$ cat src/rtl/irrigation_if.sv
// Irrigation scheduler bus: requests and enables in, valve/pump commands out.
// The scheduler is the slave; whoever drives sensors and enable is the master.
interface irrigation_if #(
   parameter int N = 2
);
   localparam int ZW = $clog2(N);

   logic          enable;
   logic [N-1:0]  U;
   logic          fault_clr;
   logic [N-1:0]  valve;
   logic          pump;
   logic [ZW-1:0] zone;
   logic          busy;
   logic [N-1:0]  fault;

   modport master (
      output enable, U, fault_clr,
      input  valve, pump, zone, busy, fault
   );

   modport slave (
      input  enable, U, fault_clr,
      output valve, pump, zone, busy, fault
   );
endinterface

$ cat src/rtl/irrigation_scheduler.sv
// Shared-pump irrigation sequencer: round-robin zone grants with settle gaps,
// bounded pump runs and sticky per-zone timeout faults.
module irrigation_scheduler #(
   parameter int N      = 2,
   parameter int SETTLE = 2,
   parameter int MIN_ON = 4,
   parameter int MAX_ON = 10
) (
   input logic        clk,
   input logic        reset,
   irrigation_if.slave bus
);
   localparam int ZW = $clog2(N);
   localparam int CW = $clog2(MAX_ON + 1);

   localparam logic [1:0] S_IDLE  = 2'd0;
   localparam logic [1:0] S_OPEN  = 2'd1;
   localparam logic [1:0] S_WATER = 2'd2;
   localparam logic [1:0] S_CLOSE = 2'd3;

   logic [1:0]    state_q, state_d;
   logic [CW-1:0] cnt_q, cnt_d, cnt_inc;
   logic [ZW-1:0] zone_q, zone_d;
   logic [ZW-1:0] last_q, last_d;
   logic [N-1:0]  fault_q, fault_d;
   logic [N-1:0]  elig;
   logic [ZW-1:0] pick, idx;
   logic          dry;

   assign elig    = bus.U & ~fault_q;
   assign dry     = bus.U[zone_q];
   assign cnt_inc = (cnt_q == CW'(MAX_ON)) ? cnt_q : cnt_q + CW'(1);

   // Descending scan so the closest zone after last wins.
   always_comb begin
      pick = '0;
      idx  = '0;
      for (int k = N; k >= 1; k--) begin
         idx = ZW'((int'(last_q) + k) % N);
         if (elig[idx]) pick = idx;
      end
   end

   always_comb begin
      state_d = state_q;
      cnt_d   = cnt_q;
      zone_d  = zone_q;
      last_d  = last_q;
      fault_d = bus.fault_clr ? '0 : fault_q;
      case (state_q)
         S_IDLE: begin
            if (bus.enable && |elig) begin
               state_d = S_OPEN;
               zone_d  = pick;
               cnt_d   = '0;
            end
         end
         S_OPEN: begin
            if (!bus.enable) begin
               state_d = S_CLOSE;
               cnt_d   = '0;
            end else if (cnt_q == CW'(SETTLE - 1)) begin
               state_d = S_WATER;
               cnt_d   = '0;
            end else begin
               cnt_d = cnt_inc;
            end
         end
         S_WATER: begin
            if (!bus.enable) begin
               state_d = S_CLOSE;
               cnt_d   = '0;
            end else if (cnt_q == CW'(MAX_ON - 1)) begin
               state_d = S_CLOSE;
               cnt_d   = '0;
               if (dry) fault_d[zone_q] = 1'b1;
            end else if (cnt_q >= CW'(MIN_ON - 1) && !dry) begin
               state_d = S_CLOSE;
               cnt_d   = '0;
            end else begin
               cnt_d = cnt_inc;
            end
         end
         S_CLOSE: begin
            if (cnt_q == CW'(SETTLE - 1)) begin
               state_d = S_IDLE;
               last_d  = zone_q;
               cnt_d   = '0;
            end else begin
               cnt_d = cnt_inc;
            end
         end
         default: state_d = S_IDLE;
      endcase
   end

   always_ff @(posedge clk) begin
      if (reset) begin
         state_q <= S_IDLE;
         cnt_q   <= '0;
         zone_q  <= '0;
         last_q  <= ZW'(N - 1);
         fault_q <= '0;
      end else begin
         state_q <= state_d;
         cnt_q   <= cnt_d;
         zone_q  <= zone_d;
         last_q  <= last_d;
         fault_q <= fault_d;
      end
   end

   assign bus.valve = (state_q == S_IDLE) ? '0 : (N'(1) << zone_q);
   assign bus.pump  = (state_q == S_WATER);
   assign bus.busy  = (state_q != S_IDLE);
   assign bus.zone  = (state_q == S_IDLE) ? '0 : zone_q;
   assign bus.fault = fault_q;
endmodule

$ cat src/flat_wrapper.sv
// flat-port wrapper written by rule: the top's interface ports become plain ports
module irrigation_scheduler_flat 
#(
   parameter int N      = 2,
   parameter int SETTLE = 2,
   parameter int MIN_ON = 4,
   parameter int MAX_ON = 10
)
  (clk, reset, bus_enable, bus_U, bus_fault_clr, bus_valve, bus_pump, bus_zone, bus_busy, bus_fault);
  irrigation_if #(.N(N)) bus_i ();
  input logic clk;
  input logic reset;
  input wire logic [$bits(bus_i.enable)-1:0] bus_enable;
  input wire logic [$bits(bus_i.U)-1:0] bus_U;
  input wire logic [$bits(bus_i.fault_clr)-1:0] bus_fault_clr;
  output wire logic [$bits(bus_i.valve)-1:0] bus_valve;
  output wire logic [$bits(bus_i.pump)-1:0] bus_pump;
  output wire logic [$bits(bus_i.zone)-1:0] bus_zone;
  output wire logic [$bits(bus_i.busy)-1:0] bus_busy;
  output wire logic [$bits(bus_i.fault)-1:0] bus_fault;
  assign bus_i.enable = bus_enable;
  assign bus_i.U = bus_U;
  assign bus_i.fault_clr = bus_fault_clr;
  assign bus_valve = bus_i.valve;
  assign bus_pump = bus_i.pump;
  assign bus_zone = bus_i.zone;
  assign bus_busy = bus_i.busy;
  assign bus_fault = bus_i.fault;
  irrigation_scheduler #(.N(N), .SETTLE(SETTLE), .MIN_ON(MIN_ON), .MAX_ON(MAX_ON)) u_core (.clk(clk), .reset(reset), .bus(bus_i));
endmodule
$ cat config.mk
export PLATFORM = sky130hd
export DESIGN_NAME = irrigation_scheduler_flat
export DESIGN_NICKNAME = d
export VERILOG_FILES = /design/src/rtl/irrigation_if.sv /design/src/rtl/irrigation_scheduler.sv /design/src/flat_wrapper.sv
export SDC_FILE = /design/constraint.sdc
export NUM_CORES = 1
export LEC_CHECK = 0
export CORE_MARGIN = 2
export CORE_UTILIZATION = 40
export CTS_CLUSTER_DIAMETER = 30
export DETAILED_ROUTE_END_ITERATION = 16
export GPL_TIMING_DRIVEN = 0
export SETUP_SLACK_MARGIN = 0.1
export SLEW_MARGIN = 25
export SYNTH_ARGS = -nofsm -noshare
export SYNTH_HDL_FRONTEND = slang
export SYNTH_SLANG_ARGS = --single-unit
$ cat constraint.sdc
create_clock -name clk -period 3.9 [get_ports clk]
set_clock_uncertainty 0.05 [all_clocks]
set_input_delay 0.585 -clock clk [delete_from_list [all_inputs] [get_ports clk]]
set_output_delay 0.585 -clock clk [all_outputs]
set_load 0.02 [all_outputs]
After elaboration in Yosys (flattened, before gate mapping)
Cells that the tools add are included.
Widths: inputs -> output; s select.
Cells by class
  add/subtract/negate cells: 3
  magnitude comparators: 5
  equality and inequality tests: 10
  shift-type cells: 1
  muxes and demuxes: 33
  bitwise operators: 3
  reductions and logical operators: 10
Operators by type and width (number)
  $mux 4: 7
  $mux 2: 13
  $pmux 4 s4: 1
  $mux 1: 10
  $eq 4x4->1 const B: 2
  $pmux 2 s4: 1
  $lt 1x2->1 const B: 3
  $add 4x1->4 const B: 1
  $eq 2x2->1 const B: 2
  $eq 4x1->1 const B: 1
  $ge 4x2->1 const B: 1
  $ne 2x1->1 const B: 2
  $ne 4x2->1 const B: 1
  $reduce_and 2->1: 2
  $reduce_and 4->1: 1
  $logic_and 1x1->1: 3
  $ne 3x2->1 const B: 1
  $add 1x1->1 const B: 2
  $and 2x2->2: 1
  $eq 2x1->1 const B: 1
  $logic_not 2->1: 1
  $not 2->2: 1
  $or 2x2->2: 1
  $reduce_bool 2->1: 1
  5 further kinds: 5
Storage, ports and cells
  flip-flop bits (word level): 10
  bits of input ports: 6
  output and inout port bits: 7
  word-level logic and storage cells: 70

Logic depth before layout (Yosys ltp)
Gate-level depths: netlist of run 1.
  depth after elaboration: 9
  gate-level depth with buffers: 7

Least setup slack after synthesis of run 1
No wires, ideal clock.
  path type: flip-flop to output port
  start point: register u_core.state_q[0]
  end point: output port bus_valve[1]
  arrival: 1.362 ns
  path slack: 1.903 ns
  cell stages (with the launch flop): 6
  buffers on the path: 2
  cell sequence: dfxtp_1 > inv_1 > ha_1 > clkbuf_1 > nor2_1 > buf_4
Between the ends
  longest elaborated chain between the ends: 2
RTL lines
  start, declared: RTL line irrigation_scheduler.sv:21  | logic [1:0] state_q, state_d;
  start signal, assigned: RTL line irrigation_scheduler.sv:105  | state_q <= state_d;
  $logic_not 2->1: RTL line irrigation_scheduler.sv:113  | assign bus.valve = (state_q == S_IDLE) ? '0 : (N'(1) << zone_q);
  $mux 2: RTL line irrigation_scheduler.sv:113
  end, declared: RTL line flat_wrapper.sv:16  | output wire logic [$bits(bus_i.valve)-1:0] bus_valve;
No other way between the ends.

Worst setup path after layout of run 1
Same ends and word-level chain as after synthesis.

==> results of run 1 <==
==> cell type report <==
type	count	area, µm²
sequential	10	200
tap	25	31.3
timing repair buffer	11	110
inverter	10	37.5
clock buffer	3	22.5
multi-input combinational	62	462
buffer	4	26.3
fill	169	818
==> per-stage QoR <==
stage	std cells	power (mW)
floorplan	86	0.257
global placement	122	0.322
detailed placement	122	0.322
CTS	125	0.393
global route	125	0.421
finish	125	0.388
==> power groups by stage <==
stage	clock network, mW	logic, mW	registers [mW]
2_1_floorplan	0	0.129	0.127
3_3_place_gp	0	0.192	0.130
3_5_place_dp	0	0.191	0.131
4_1_cts	0.0722	0.192	0.128
5_1_grt	0.0779	0.213	0.130
6_report	0.0701	0.190	0.128
==> metal layers <==
layer,share of wire [%],wire length [µm],GRT usage [%]
met5,0,0,0
met4,1.0,14,8.57
met3,2.8,39,2.35
met2,43,598,22.8
met1,53,749,21.8
==> cell families after synthesis <==
| group | share of synthesized area (%) |
|---|---|
| flops | 27.6 |
| compound gates | 25.3 |
| buf+inv | 8.79 |
| simple gates | 22.1 |
| mux | 4.14 |
| fa+ha+maj | 12.1 |
==> worst max-delay path, cell delays in order, from the launching register on <==
cell and delay, ns:
dfxtp_1 0.39, inv_1 0.10, ha_1 0.19, clkbuf_1 0.21, nor2_1 0.19, buf_4 0.13, clkdlybuf4s50_1 0.59
==> state kept, by name, indices dropped and copies added (netlist names) <==
register	flops
u_core.cnt_q	4
u_core.bus.fault	2
u_core.state_q	2
u_core.last_q	1
u_core.zone_q	1
==> layout by cell type (no fill, tap or decap), types with 2 or more instances in the layout <==
| cell | n |
|---|---|
| clkbuf_4 | 3 |
| o21ai_0 | 8 |
| clkbuf_1 | 2 |
| inv_1 | 10 |
| clkdlybuf4s50_1 | 11 |
| and3_1 | 2 |
| o211ai_1 | 3 |
| nor2b_1 | 2 |
| ha_1 | 7 |
| a211oi_1 | 3 |
| nand3_1 | 2 |
| a21oi_1 | 4 |
| nand2b_1 | 3 |
| nor2_1 | 7 |
| nand3b_1 | 2 |
| dfxtp_1 | 10 |
| a32oi_1 | 2 |
| nand2_1 | 2 |
| mux2i_1 | 3 |
==> worst paths after layout <==
| kind | to | slack (ns) |
|---|---|---|
| max | bus_valve[1] | 1.21 |
| min | u_core.last_q | 0.46 |
| max reg2reg | u_core.cnt_q[3] | 1.82 |
| min reg2reg | u_core.last_q | 0.46 |
==> metrics, run 1 <==
reg2reg start=u_core.state_q[0]; H-tree level count=1; postcts setup bufs=0; core area=0.00171 mm²; Post-CTS Hold Fix Bufs=0; Clk pwr share=18.0%; total number of vias=632; post-synthesis sequential area ratio=27.6%; critical path startpoint category=flip-flop; CTS root buf=clkbuf_4; violation count after the first detailed-route iteration=12; Max rail drop VDD=0.256 mV; CTS tree=done; Rel. slew slack=64.8%; CTS Buffer Depth=2; min-delay worst type=flip-flop to flip-flop; share of the synthesized area in the top cell type=27.6%; fmax=0.372 GHz; final HPWL from detailed placement=1120 µm; dpl cell area=867 µm²; Die Height=46.6 µm; Critical Path Fanout Max=10; Comb power frac=49.0%; Mapped Cells=86; number of port buffers=11; grt ovf=0; # resized after CTS=0; status=completed; # diodes=0; max_cap viols=0; Fin Hold WS=0.456 ns; DR vias/cell=5.06; Post-route DRC=0; nets@finish=115; Netlist cell types=31; Post-synth EDFFs=0; initial antenna violation count=0; crit path DAT=2.05 ns; Sw Pwr=0.157 mW; final setup margin=1.21 ns; Yosys reg bits=10; # IOs=13; Final ANT Viol Nets=0; row count=15; Critical Path RT=3.26 ns; final wirelength=1400 µm; PD cells=437 mW/mm²; CTS sink count=10; Worst Min Path Start=u_core.last_q; worst r2r path cells=7; Final setup viols=0; WL/cell=11.2 µm; commonest cells in the netlist=10 x dfxtp_1, 10 x inv_1, 8 x o21ai_0; Flop pwr share=32.9%; Area growth, synth to finish=22.6%; post-layout util=52.1%; setup_tns=0 ns; Synth area leaders=dfxtp_1 28%, ha_1 12%, o21ai_0 5.5%, inv_1 5.2%, mux2i_1 4.1%; Critical Path Source=u_core.state_q[0]; Least-Margin Pin Slew=0.525 ns; effective utilization at floorplan=42.5%; largest net degree at the start of global routing=11; drt first pass iters=4; post-layout min period=2.69 ns; Synthesized Nets=99; clk_lat worst skew=0.26 ns; Worst setup EP type=output port; WS Path Type=flip-flop to output port; Clk pin slew, worst setup/hold paths=0.07 ns; Slew Limit Fails=0; RSZ-0062 raised after global routing=false; Synth Area per Inst=8.44 µm²; die width=46.6 µm; Placer Congestion=0.801; Main synth FF type=dfxtp_1; vias in the first global route=568; Synth area leader=dfxtp_1; P_leak=0.331 nW; asr flop ratio synth=0%; sw frac=40.4%; CTS Buf Count=3; worst slack, placed=1.47 ns; Ys Warns=0; worst hold path depth=2; Tcrit/Tclk final=68.9%; Internal=0.231 mW; global-route usage over all layers=15.7%; Cell Area, Synth=726 µm²; final instance area=890 µm²; Final Hold Viols=0; die area=0.00217 mm²; fraction of layout cells with a size suffix above 1=12.0%; first-pass GRT wire length=2400 µm
(Power assumes the default switching activity.)
==> inputs of run 2 (changes only) <==
==> constraint.sdc (replaced) <==
create_clock -name clk -period 2.65 [get_ports clk]
set_clock_uncertainty 0.05 [all_clocks]
set_input_delay 0.3975 -clock clk [delete_from_list [all_inputs] [get_ports clk]]
set_output_delay 0.3975 -clock clk [all_outputs]
set_load 0.02 [all_outputs]
==> metrics, run 2 (synthesized netlist as in run 1, its figures left out) <==
status=completed; DR vias/cell=5.06; Final setup viols=0; vias in the first global route=568; violation count after the first detailed-route iteration=12; leading cell types in the layout, fill and taps excluded=11 x clkdlybuf4s50_1, 10 x inv_1, 10 x dfxtp_1; final wirelength=1410 µm; dpl cell area=867 µm²; Final ANT Viol Nets=0; Least-Margin Pin Slew=0.525 ns; H-tree level count=1; Critical Path RT=2.20 ns; Placer Congestion=0.801; CTS sink count=10; effective utilization at floorplan=42.5%; post-layout min period=2.38 ns; Rel. slew slack=64.8%; final HPWL from detailed placement=1120 µm; WS Path Type=flip-flop to output port; CTS Buf Count=3; CTS Buffer Depth=2; CTS root buf=clkbuf_4; Tcrit/Tclk final=89.8%; P_leak=0.330 nW; first-pass GRT wire length=2400 µm; critical path startpoint category=flip-flop; WL/cell=11.3 µm; final instance area=888 µm²; min-delay worst type=input port to flip-flop; PD cells=646 mW/mm²; max_cap viols=0; Post-route DRC=0; Worst setup EP type=output port; number of port buffers=11; Max rail drop VDD=0.374 mV; Fin Hold WS=0.450 ns; Final Hold Viols=0; total number of vias=628; postcts setup bufs=0; crit path DAT=1.93 ns; # IOs=13; die area=0.00217 mm²; setup_tns=0 ns; fraction of layout cells with a size suffix above 1=13.1%; Clk pin slew, worst setup/hold paths=0.07 ns; Die Height=46.6 µm; fillcell total=169; drt first pass iters=4; FF/Latch Area=200 µm²; worst slack, placed=0.410 ns; post-layout util=52.0%; Slew Limit Fails=0; global-route usage over all layers=15.7%; die width=46.6 µm; Area growth, synth to finish=22.4%; initial antenna violation count=0; fmax=0.420 GHz; nets@finish=114; clk_lat worst skew=0.26 ns; row count=15; Critical Path Fanout Max=10; CTS tree=done; final setup margin=0.270 ns; area of the multi-input gates=464 µm²; RSZ-0062 raised after global routing=false; core area=0.00171 mm²; grt ovf=0; Reg with most FFs=u_core.cnt_q; largest net degree at the start of global routing=11; leading cell type in the layout, fill and taps excluded=clkdlybuf4s50_1; max FFs per register=4; # diodes=0
==> run 2: layer usage <==
layer,vias to the layer above,track usage [%],part of all wire [%]
met4,0,8.57,1.0
met1,283,21.8,53
met5,-,0,0
met2,9,22.8,43
li1,334,-,-
met3,2,2.35,2.9
==> run 2: final cells by class <==
| class | count | share of cell area [%] |
|---|---|---|
| Buffer | 3 | 2.54 |
| Sequential cell | 10 | 22.5 |
| Clock buffer | 3 | 2.54 |
| Inverter | 10 | 4.23 |
| Tap cell | 25 | 3.52 |
| Timing Repair Buffer | 11 | 12.4 |
| Multi-Input combinational cell | 62 | 52.3 |
==> run 2: path summary, 6_finish.rpt <==
kind              cells past startpoint                   to              start  slack (ns)
setup / recovery                      5         bus_valve[1]  u_core.state_q[0]        0.27
hold / removal                        2  u_core.bus.fault[0]              reset        0.45
setup reg to reg                      6      u_core.cnt_q[3]  u_core.state_q[0]        0.64
hold reg to reg                       2        u_core.last_q      u_core.last_q        0.46
==> run 2: power by group <==
group | internal (mW) | total [mW] | leakage (nW) | switching, mW
Sequential | 0.168 | 0.188 | 0.0811 | 0.0205
Clock | 0.0523 | 0.103 | 0.0138 | 0.0505
Combinational | 0.123 | 0.283 | 0.235 | 0.160
Total | 0.343 | 0.574 | 0.330 | 0.231
==> run 2: critical path, stage by stage (launching register included) <==
cell and delay [ns]:
dfxtp_1 0.39, inv_1 0.10, ha_1 0.33, nor2_2 0.16
buf_4 0.12, clkdlybuf4s50_1 0.59
==> run 2: through the flow <==
stage / total power [mW] / cells
after floorplan: 0.378 / 86
after global placement: 0.475 / 122
after global routing: 0.621 / 124
final: 0.574 / 124
after CTS: 0.578 / 125
after detailed placement: 0.473 / 122
==> run 2: timing repair <==
action	CTS	global route
hold buffers	0	0
hold endpoints to repair	0	0
gates resized for setup	0	1
endpoints found under the setup margin	0	2
